===== config.mk =====
export PLATFORM = sky130hd
export DESIGN_NAME = fpu_sequencer
export DESIGN_NICKNAME = d
export VERILOG_FILES = /design/src/rtl/fpu_sequencer.sv
export SDC_FILE = /design/constraint.sdc
export NUM_CORES = 1
export LEC_CHECK = 0
export CAP_MARGIN = 20
export CORE_UTILIZATION = 35
export DETAILED_ROUTE_END_ITERATION = 8
export HOLD_SLACK_MARGIN = 0.12
export PLACE_DENSITY = 0.74
export SYNTH_ARGS = -nofsm -noshare
export SYNTH_HDL_FRONTEND = slang
export SYNTH_SLANG_ARGS = --single-unit

===== constraint.sdc =====
create_clock -name clk -period 3.1 [get_ports clk]
set_input_delay 0.465 -clock clk [delete_from_list [all_inputs] [get_ports clk]]
set_output_delay 0.465 -clock clk [all_outputs]
set_load 0.01 [all_outputs]

===== src/rtl/fpu_sequencer.sv =====
// Issues one FP operation at a time to fpu_controller and returns the result with its destination tag.
// Optional performance counters are enabled by defining FPU_SEQ_PERF_EN.
module fpu_sequencer #(
  parameter int TAG_W          = 5,
  parameter int TIMEOUT_CYCLES = 256
) (
  input  logic             clk,
  input  logic             reset_n,
  input  logic             req_valid,
  output logic             req_ready,
  input  logic [3:0]       req_op,
  input  logic [31:0]      req_a,
  input  logic [31:0]      req_b,
  input  logic [TAG_W-1:0] req_tag,
  output logic             resp_valid,
  input  logic             resp_ready,
  output logic [31:0]      resp_data,
  output logic [TAG_W-1:0] resp_tag,
  output logic             resp_err,
  output logic             busy,
  output logic [3:0]       fpu_op,
  output logic [31:0]      fpu_in1,
  output logic [31:0]      fpu_in2,
  output logic             fpu_in1_stb,
  output logic             fpu_in2_stb,
  input  logic             fpu_in1_ack,
  input  logic             fpu_in2_ack,
  input  logic [31:0]      fpu_out,
  input  logic             fpu_out_stb,
  output logic             fpu_out_ack,
  output logic             fpu_flush,
  output logic [31:0]      perf_ops,
  output logic [31:0]      perf_busy
);

  typedef enum logic [1:0] {IDLE, ISSUE, WAIT, RESP} state_t;

  localparam int                CNT_W    = $clog2(TIMEOUT_CYCLES);
  localparam logic [CNT_W-1:0] CNT_LAST = CNT_W'(TIMEOUT_CYCLES - 1);

  state_t             state_q, state_d;
  logic [3:0]         op_q, op_d;
  logic [31:0]        in1_q, in1_d;
  logic [31:0]        in2_q, in2_d;
  logic [TAG_W-1:0]   tag_q, tag_d;
  logic [31:0]        data_q, data_d;
  logic               err_q, err_d;
  logic               done1_q, done1_d;
  logic               done2_q, done2_d;
  logic [CNT_W-1:0]   cnt_q, cnt_d;
  logic               expired;

  function automatic logic op_supported(input logic [3:0] op);
    return (op[3:2] == 2'b00) && (op[1:0] != 2'b11);
  endfunction

  assign expired = (cnt_q == CNT_LAST);

  always_comb begin
    state_d     = state_q;
    op_d        = op_q;
    in1_d       = in1_q;
    in2_d       = in2_q;
    tag_d       = tag_q;
    data_d      = data_q;
    err_d       = err_q;
    done1_d     = done1_q;
    done2_d     = done2_q;
    cnt_d       = cnt_q;
    req_ready   = 1'b0;
    resp_valid  = 1'b0;
    fpu_in1_stb = 1'b0;
    fpu_in2_stb = 1'b0;
    fpu_out_ack = 1'b0;
    fpu_flush   = 1'b0;
    case (state_q)
      IDLE: begin
        req_ready = 1'b1;
        if (req_valid) begin
          op_d  = req_op;
          in1_d = req_a;
          in2_d = req_b;
          tag_d = req_tag;
          if (op_supported(req_op)) begin
            state_d = ISSUE;
            cnt_d   = '0;
            done1_d = 1'b0;
            done2_d = 1'b0;
          end else begin
            state_d = RESP;
            err_d   = 1'b1;
            data_d  = '0;
          end
        end
      end
      ISSUE: begin
        if (expired) begin
          fpu_flush = 1'b1;
          state_d   = RESP;
          err_d     = 1'b1;
          data_d    = '0;
        end else begin
          fpu_in1_stb = !done1_q;
          fpu_in2_stb = !done2_q;
          done1_d     = done1_q | (fpu_in1_stb & fpu_in1_ack);
          done2_d     = done2_q | (fpu_in2_stb & fpu_in2_ack);
          cnt_d       = cnt_q + 1'b1;
          if (done1_d && done2_d) state_d = WAIT;
        end
      end
      WAIT: begin
        // A result arriving on the expiry edge still completes normally.
        fpu_out_ack = fpu_out_stb;
        if (fpu_out_stb) begin
          data_d  = fpu_out;
          err_d   = 1'b0;
          state_d = RESP;
        end else if (expired) begin
          fpu_flush = 1'b1;
          state_d   = RESP;
          err_d     = 1'b1;
          data_d    = '0;
        end else begin
          cnt_d = cnt_q + 1'b1;
        end
      end
      RESP: begin
        resp_valid = 1'b1;
        if (resp_ready) state_d = IDLE;
      end
      default: state_d = IDLE;
    endcase
  end

  always_ff @(posedge clk or negedge reset_n) begin
    if (!reset_n) begin
      state_q <= IDLE;
      op_q    <= '0;
      in1_q   <= '0;
      in2_q   <= '0;
      tag_q   <= '0;
      data_q  <= '0;
      err_q   <= 1'b0;
      done1_q <= 1'b0;
      done2_q <= 1'b0;
      cnt_q   <= '0;
    end else begin
      state_q <= state_d;
      op_q    <= op_d;
      in1_q   <= in1_d;
      in2_q   <= in2_d;
      tag_q   <= tag_d;
      data_q  <= data_d;
      err_q   <= err_d;
      done1_q <= done1_d;
      done2_q <= done2_d;
      cnt_q   <= cnt_d;
    end
  end

  assign busy      = (state_q != IDLE);
  assign fpu_op    = op_q;
  assign fpu_in1   = in1_q;
  assign fpu_in2   = in2_q;
  assign resp_data = data_q;
  assign resp_tag  = tag_q;
  assign resp_err  = err_q;

`ifdef FPU_SEQ_PERF_EN
  logic [31:0] perf_ops_q, perf_ops_d;
  logic [31:0] perf_busy_q, perf_busy_d;

  always_comb begin
    perf_ops_d  = perf_ops_q;
    perf_busy_d = perf_busy_q;
    if ((state_q == RESP) && resp_ready && !err_q) perf_ops_d = perf_ops_q + 32'd1;
    if (busy) perf_busy_d = perf_busy_q + 32'd1;
  end

  always_ff @(posedge clk or negedge reset_n) begin
    if (!reset_n) begin
      perf_ops_q  <= '0;
      perf_busy_q <= '0;
    end else begin
      perf_ops_q  <= perf_ops_d;
      perf_busy_q <= perf_busy_d;
    end
  end

  assign perf_ops  = perf_ops_q;
  assign perf_busy = perf_busy_q;
`else
  assign perf_ops  = '0;
  assign perf_busy = '0;
`endif

endmodule


Yosys cells after proc, flatten, opt, wreduce, memory -nomap -nowiden
Cells that the tools add are included.
{ "word_totals": {"ramBits": 0, "in_bits": 112, "ff_bits": 118, "latch_bits": 0, "rom_bits": 0, "memories": 0} }
{ "classes": {"reduce_logical": 14, "order_cmp": 0, "addsub": 1, "eq_ne": 13, "n_shift": 0, "multipliers": 0, "n_mux": 39, "n_div": 0, "bitwise_logic": 4} }
{ "op_table": {"columns": ["cell", "n"], "rows": [
  ["$mux 32", 4],
  ["$pmux 32 s3", 1],
  ["$mux 8", 4],
  ["$pmux 8 s3", 1],
  ["$mux 1", 17],
  ["$mux 2", 7],
  ["$ne 2x2->1 const B", 7],
  ["$reduce_and 4->1", 3],
  ["$add 8x1->8 const B", 1],
  ["$eq 8x8->1 const B", 1],
  ["$pmux 2 s4", 1],
  ["$ne 3x3->1 const B", 2],
  ["$pmux 1 s2", 3],
  ["$eq 2x2->1 const B", 2],
  ["$logic_not 2->1", 2],
  ["$reduce_bool 2->1", 2],
  ["$pmux 1 s3", 1],
  ["$reduce_and 3->1", 1],
  ["$reduce_bool 3->1", 1],
  ["$and 1x1->1", 2],
  ["$eq 2x1->1 const B", 1],
  ["$logic_and 1x1->1", 2],
  ["$logic_not 1->1", 2],
  ["$or 1x1->1", 2],
  ["$reduce_and 2->1", 1]
]} }

Logic depth before layout (Yosys ltp)
{ "depth": {"ltp_word": 7, "mapped_depth": 9} }

Worst setup path before layout
No wires, ideal clock.
{ "synth_timing": {"path_kind": "reg-to-reg", "from": "reg state_q[0]", "to": "reg data_q[0], in the netlist resp_data[0]", "t_required_ps": 2979, "stages_incl_launch_ff": 9, "path_buffers": 2, "path_slack_ps": 1103, "synth_period_minus_slack_ps": 1997, "t_arrival_ps": 1876, "path_cell_list": "dfrtp_1 > inv_1 > ha_1 > buf_2 > nor2b_1 > a211oi_2 > o21ai_1 > clkbuf_1 > a22o_1"} }
{ "synth_via": {"elab_chain_len": 3, "word_cells_on_any_way": 8} }
{ "synth_rtl": {"columns": ["element", "line", "source"], "rows": [
  ["start: declaration", "41", "state_t state_q, state_d;"],
  ["start signal: assignment", "148", "state_q <= state_d;"],
  ["$eq 2x2->1 (tied with other cells)", "76", "case (state_q)"],
  ["$reduce_bool 3->1 (no line) / $ne 2x2->1 (equally long branches)", null, null],
  ["$reduce_and 3->1 (no line)", null, null],
  ["end signal: assignment", "153", "data_q <= data_d;"],
  ["end: declaration", "46", "logic [31:0] data_q, data_d;"]
]} }
Parallel ways exist; a longest one is shown, timed or not.
A chain may end at the register's enable or synchronous reset.

Worst setup path after layout
{ "layout_timing": {"from": "reg cnt_q[0]", "to": "out fpu_flush"} }
{ "layout_via": {"elab_chain_len": 4} }
{ "layout_rtl": {"columns": ["element", "line", "source"], "rows": [
  ["start: declaration", "50", "logic [CNT_W-1:0] cnt_q, cnt_d;"],
  ["start signal: assignment", "157", "cnt_q <= cnt_d;"],
  ["$eq 8x8->1 (*)", "57", "assign expired = (cnt_q == CNT_LAST);"],
  ["$mux 1 (*)", "97, 118", null],
  ["$mux 1", "114", "if (fpu_out_stb) begin"],
  ["$pmux 1 s2 (*)", "76", null],
  ["end: declaration", "31", "output logic fpu_flush,"]
]} }
Every way passes the cells marked *; elsewhere a longest branch is shown, timed or not.

==> impl_metrics.yaml <==
clocking:
  cts_hold_buf: 0
  postCtsSetupBuffers: 0
  ctsRootBufferMaster: "clkbuf_16"
  cts.path.max_buffers: 2
  numCtsBuffers: 17
  cts.sinks: 118
  tritoncts: "built"
  clkLatencyLatePin_ps: 400
  cts_resized: 0
  htree_levels: 4
  path_clk_slew_ps: 60
synthesis:
  ys_top_cells_by_area: "dfrtp_1 (56%), mux2_2 (12%), buf_4 (9.6%)"
  ys_seq_area_frac: 0.565
  synth-edff-count: 0
  ys_types: 43
  synthArstFlopShare: 1.00
  synth_area_per_cell_um2: 13.1
  synth_flop_cell: "dfrtp_1"
  syn_area_um2: 5230
  yosysTopAreaCellShare: 0.565
  yosys.area.top_type: "dfrtp_1"
  yosys_register_bits: 118
  netlist_instances: 398
  yosys_warnings: 0
global_route:
  grt_pass1_wl_mm: 20.6
  grt.total_usage: 0.169
  grt_max_degree: 59
  grt_overflow_total: 0
  antenna_found_initial: 0
  grt_pass1_vias: 3978
worst_setup_path:
  crit_path_end_kind: "primary output"
  r2r_start: "state_q[0]"
  setup.worst_path.start: "cnt_q[0]"
  critPathArrivalTime_ps: 2310
  start_kind: "flip-flop"
  critical_path_class: "reg -> out"
  crit_fanout: 6
  required_ps: 2630
  r2r_cells: 6
detailed_routing:
  post-route-drc-count: 0
  vias: 3786
  avgRoutedWirePerCell_um: 15.3
  ant_nets: 0
  drt_iter0_drc: 151
  vias_per_cell: 4.59
  drt-total-wl_mm: 12.6
  drtPass1Iterations: 4
power_and_ir_drop:
  ir_drop_uv: 386
  power_frac_comb: 0.420
  power.internal_w: 0.00545
  cellPowerDensity_nw_per_um2: 978
  pwr-share-seq: 0.325
  clkPwrFrac: 0.256
  switchingPower_w: 0.00243
  p_leak_nw: 3.54
  sw_frac_of_total: 0.309
die:
  num_rows: 44
  die-height_um: 124
  io_pins: 289
  start_util: 0.360
  core_area_um2: 14500
  die_x_um: 124
  die_area_um2: 15400
sta:
  tightest_slew_ps: 1050
  fin_worst_skew_ps: 8.02
  fmax_mhz: 360
  rsz0062_at_grt: "no"
  fin_crit_sh: 0.896
  report.final.slew_viol_count: 0
  whs_ps: 111
  slew_headroom: 0.302
  setup_violations: 0
  fin_crit_ps: 2780
  finalHoldViolations: 0
  finalSetupTns_ps: 0
place:
  dp_hpwl_mm: 9.41
  place_congestion: 0.753
  placed_cell_area_um2: 7440
  port_buffers: 224
final_layout:
  final_nets: 746
  drive_gt1_frac: 0.151
  finalInstanceArea_um2: 8060
  num_antenna_cells: 0
  area_growth_pct: 54.1
job:
  max-cap-violations: 0
status:
  status: "finished clean"
hold_path:
  hold_path.class: "in -> async"
stage by stage:
| step | utilization | power [W] | worst slack [ps] | instances |
|---|---|---|---|---|
| 2_1_floorplan | - | 0.00417 | 1100 | 461 |
| 3_3_place_gp | 0.512 | 0.00581 | 440 | 793 |
| 3_5_place_dp | 0.512 | 0.00592 | 342 | 793 |
| 4_1_cts | 0.554 | 0.00798 | 311 | 825 |
| 5_1_grt | 0.554 | 0.00834 | 198 | 825 |
| 6_report | 0.554 | 0.00788 | 322 | 825 |
sequential cells by signal (all words and copies together) (netlist names):
signal     cells
state_q        2
fpu_in2       32
resp_err       1
fpu_in1       32
resp_data     32
done1_q        1
cnt_q          8
resp_tag       5
fpu_op         4
done2_q        1
cell families after synthesis:
kind of cell / share of synthesized area
other: 0.000717
multiplexers: 0.161
adder cells (fa/ha/maj): 0.0144
buffers and inverters: 0.115
AO/OA/AOI/OAI: 0.102
AND/OR/NAND/NOR: 0.0416
flip-flops: 0.565
Yosys cell counts (2+ instances only):
cell	count
nor2b_1	2
nand2b_1	4
o31ai_1	3
inv_1	7
nor2_1	9
nand3_1	5
a22o_1	32
o21ai_0	6
nand4_1	3
nand2_1	8
buf_4	67
o2111ai_1	2
clkbuf_1	5
o21ai_1	3
dfrtp_1	118
buf_2	9
a21o_1	2
and3_1	2
o21bai_1	2
o311ai_1	2
or4_1	2
a21oi_1	5
ha_1	6
mux2_2	54
mux2_1	20
nor4_1	3
per-layer routing:
metal  vias up  track usage  wire (µm)
li1       1755            -          -
met1      1819        0.194       4980
met2       199        0.293       6560
met3        13       0.0595        952
met4         0       0.0546        122
met5         -            0          0
path summary, 6_finish.rpt:
check / end / slack, ps
max reg2reg: resp_data[15] / 460
min: resp_data[26] / 110
min reg2reg: fpu_in2[10] / 490
max: fpu_flush / 320
max in group asynchronous: fpu_in1[30] / 2270
min in group clk: fpu_in2[10] / 490
worst max-delay path: stages (launching register included):
cell and delay, ps:
dfrtp_1 410, ha_1 210, nand3_1 180, or2_1 370
nor2_1 190, clkdlybuf4s50_1 560
final cells by class:
type / count / area (µm²)
Fill cell: 1256 / 6480
Sequential cell: 118 / 2950
Timing Repair Buffer: 230 / 2310
Multi-Input combinational cell: 253 / 1920
Clock buffer: 24 / 492
Tap cell: 184 / 230
Clock inverter: 8 / 120
Inverter: 8 / 30.0
power groups by stage:
stage | registers [W] | logic [W] | clock network, W
after global placement | 0.00255 | 0.00326 | 0
final | 0.00256 | 0.00331 | 0.00201
after CTS | 0.00257 | 0.00335 | 0.00206
after floorplan | 0.00283 | 0.00134 | 0
after detailed placement | 0.00258 | 0.00334 | 0
after global routing | 0.00266 | 0.00354 | 0.00215
cells in the final DEF (no fill, tap or decap), drive strengths merged, types with 3 or more instances in the layout:
cell type	count
clkbuf	24
dfrtp	118
inv	8
nand4	3
nor2	9
o21ai	9
conb	64
a22o	32
a21oi	5
ha	6
o2111ai	3
buf	7
nand2	8
o31ai	3
clkdlybuf4s50	223
nor4	3
mux2	74
clkinv	3
nand3	5
nand2b	4
a211oi	3
bufinv	3
Power figures use the tool's default switching activity.
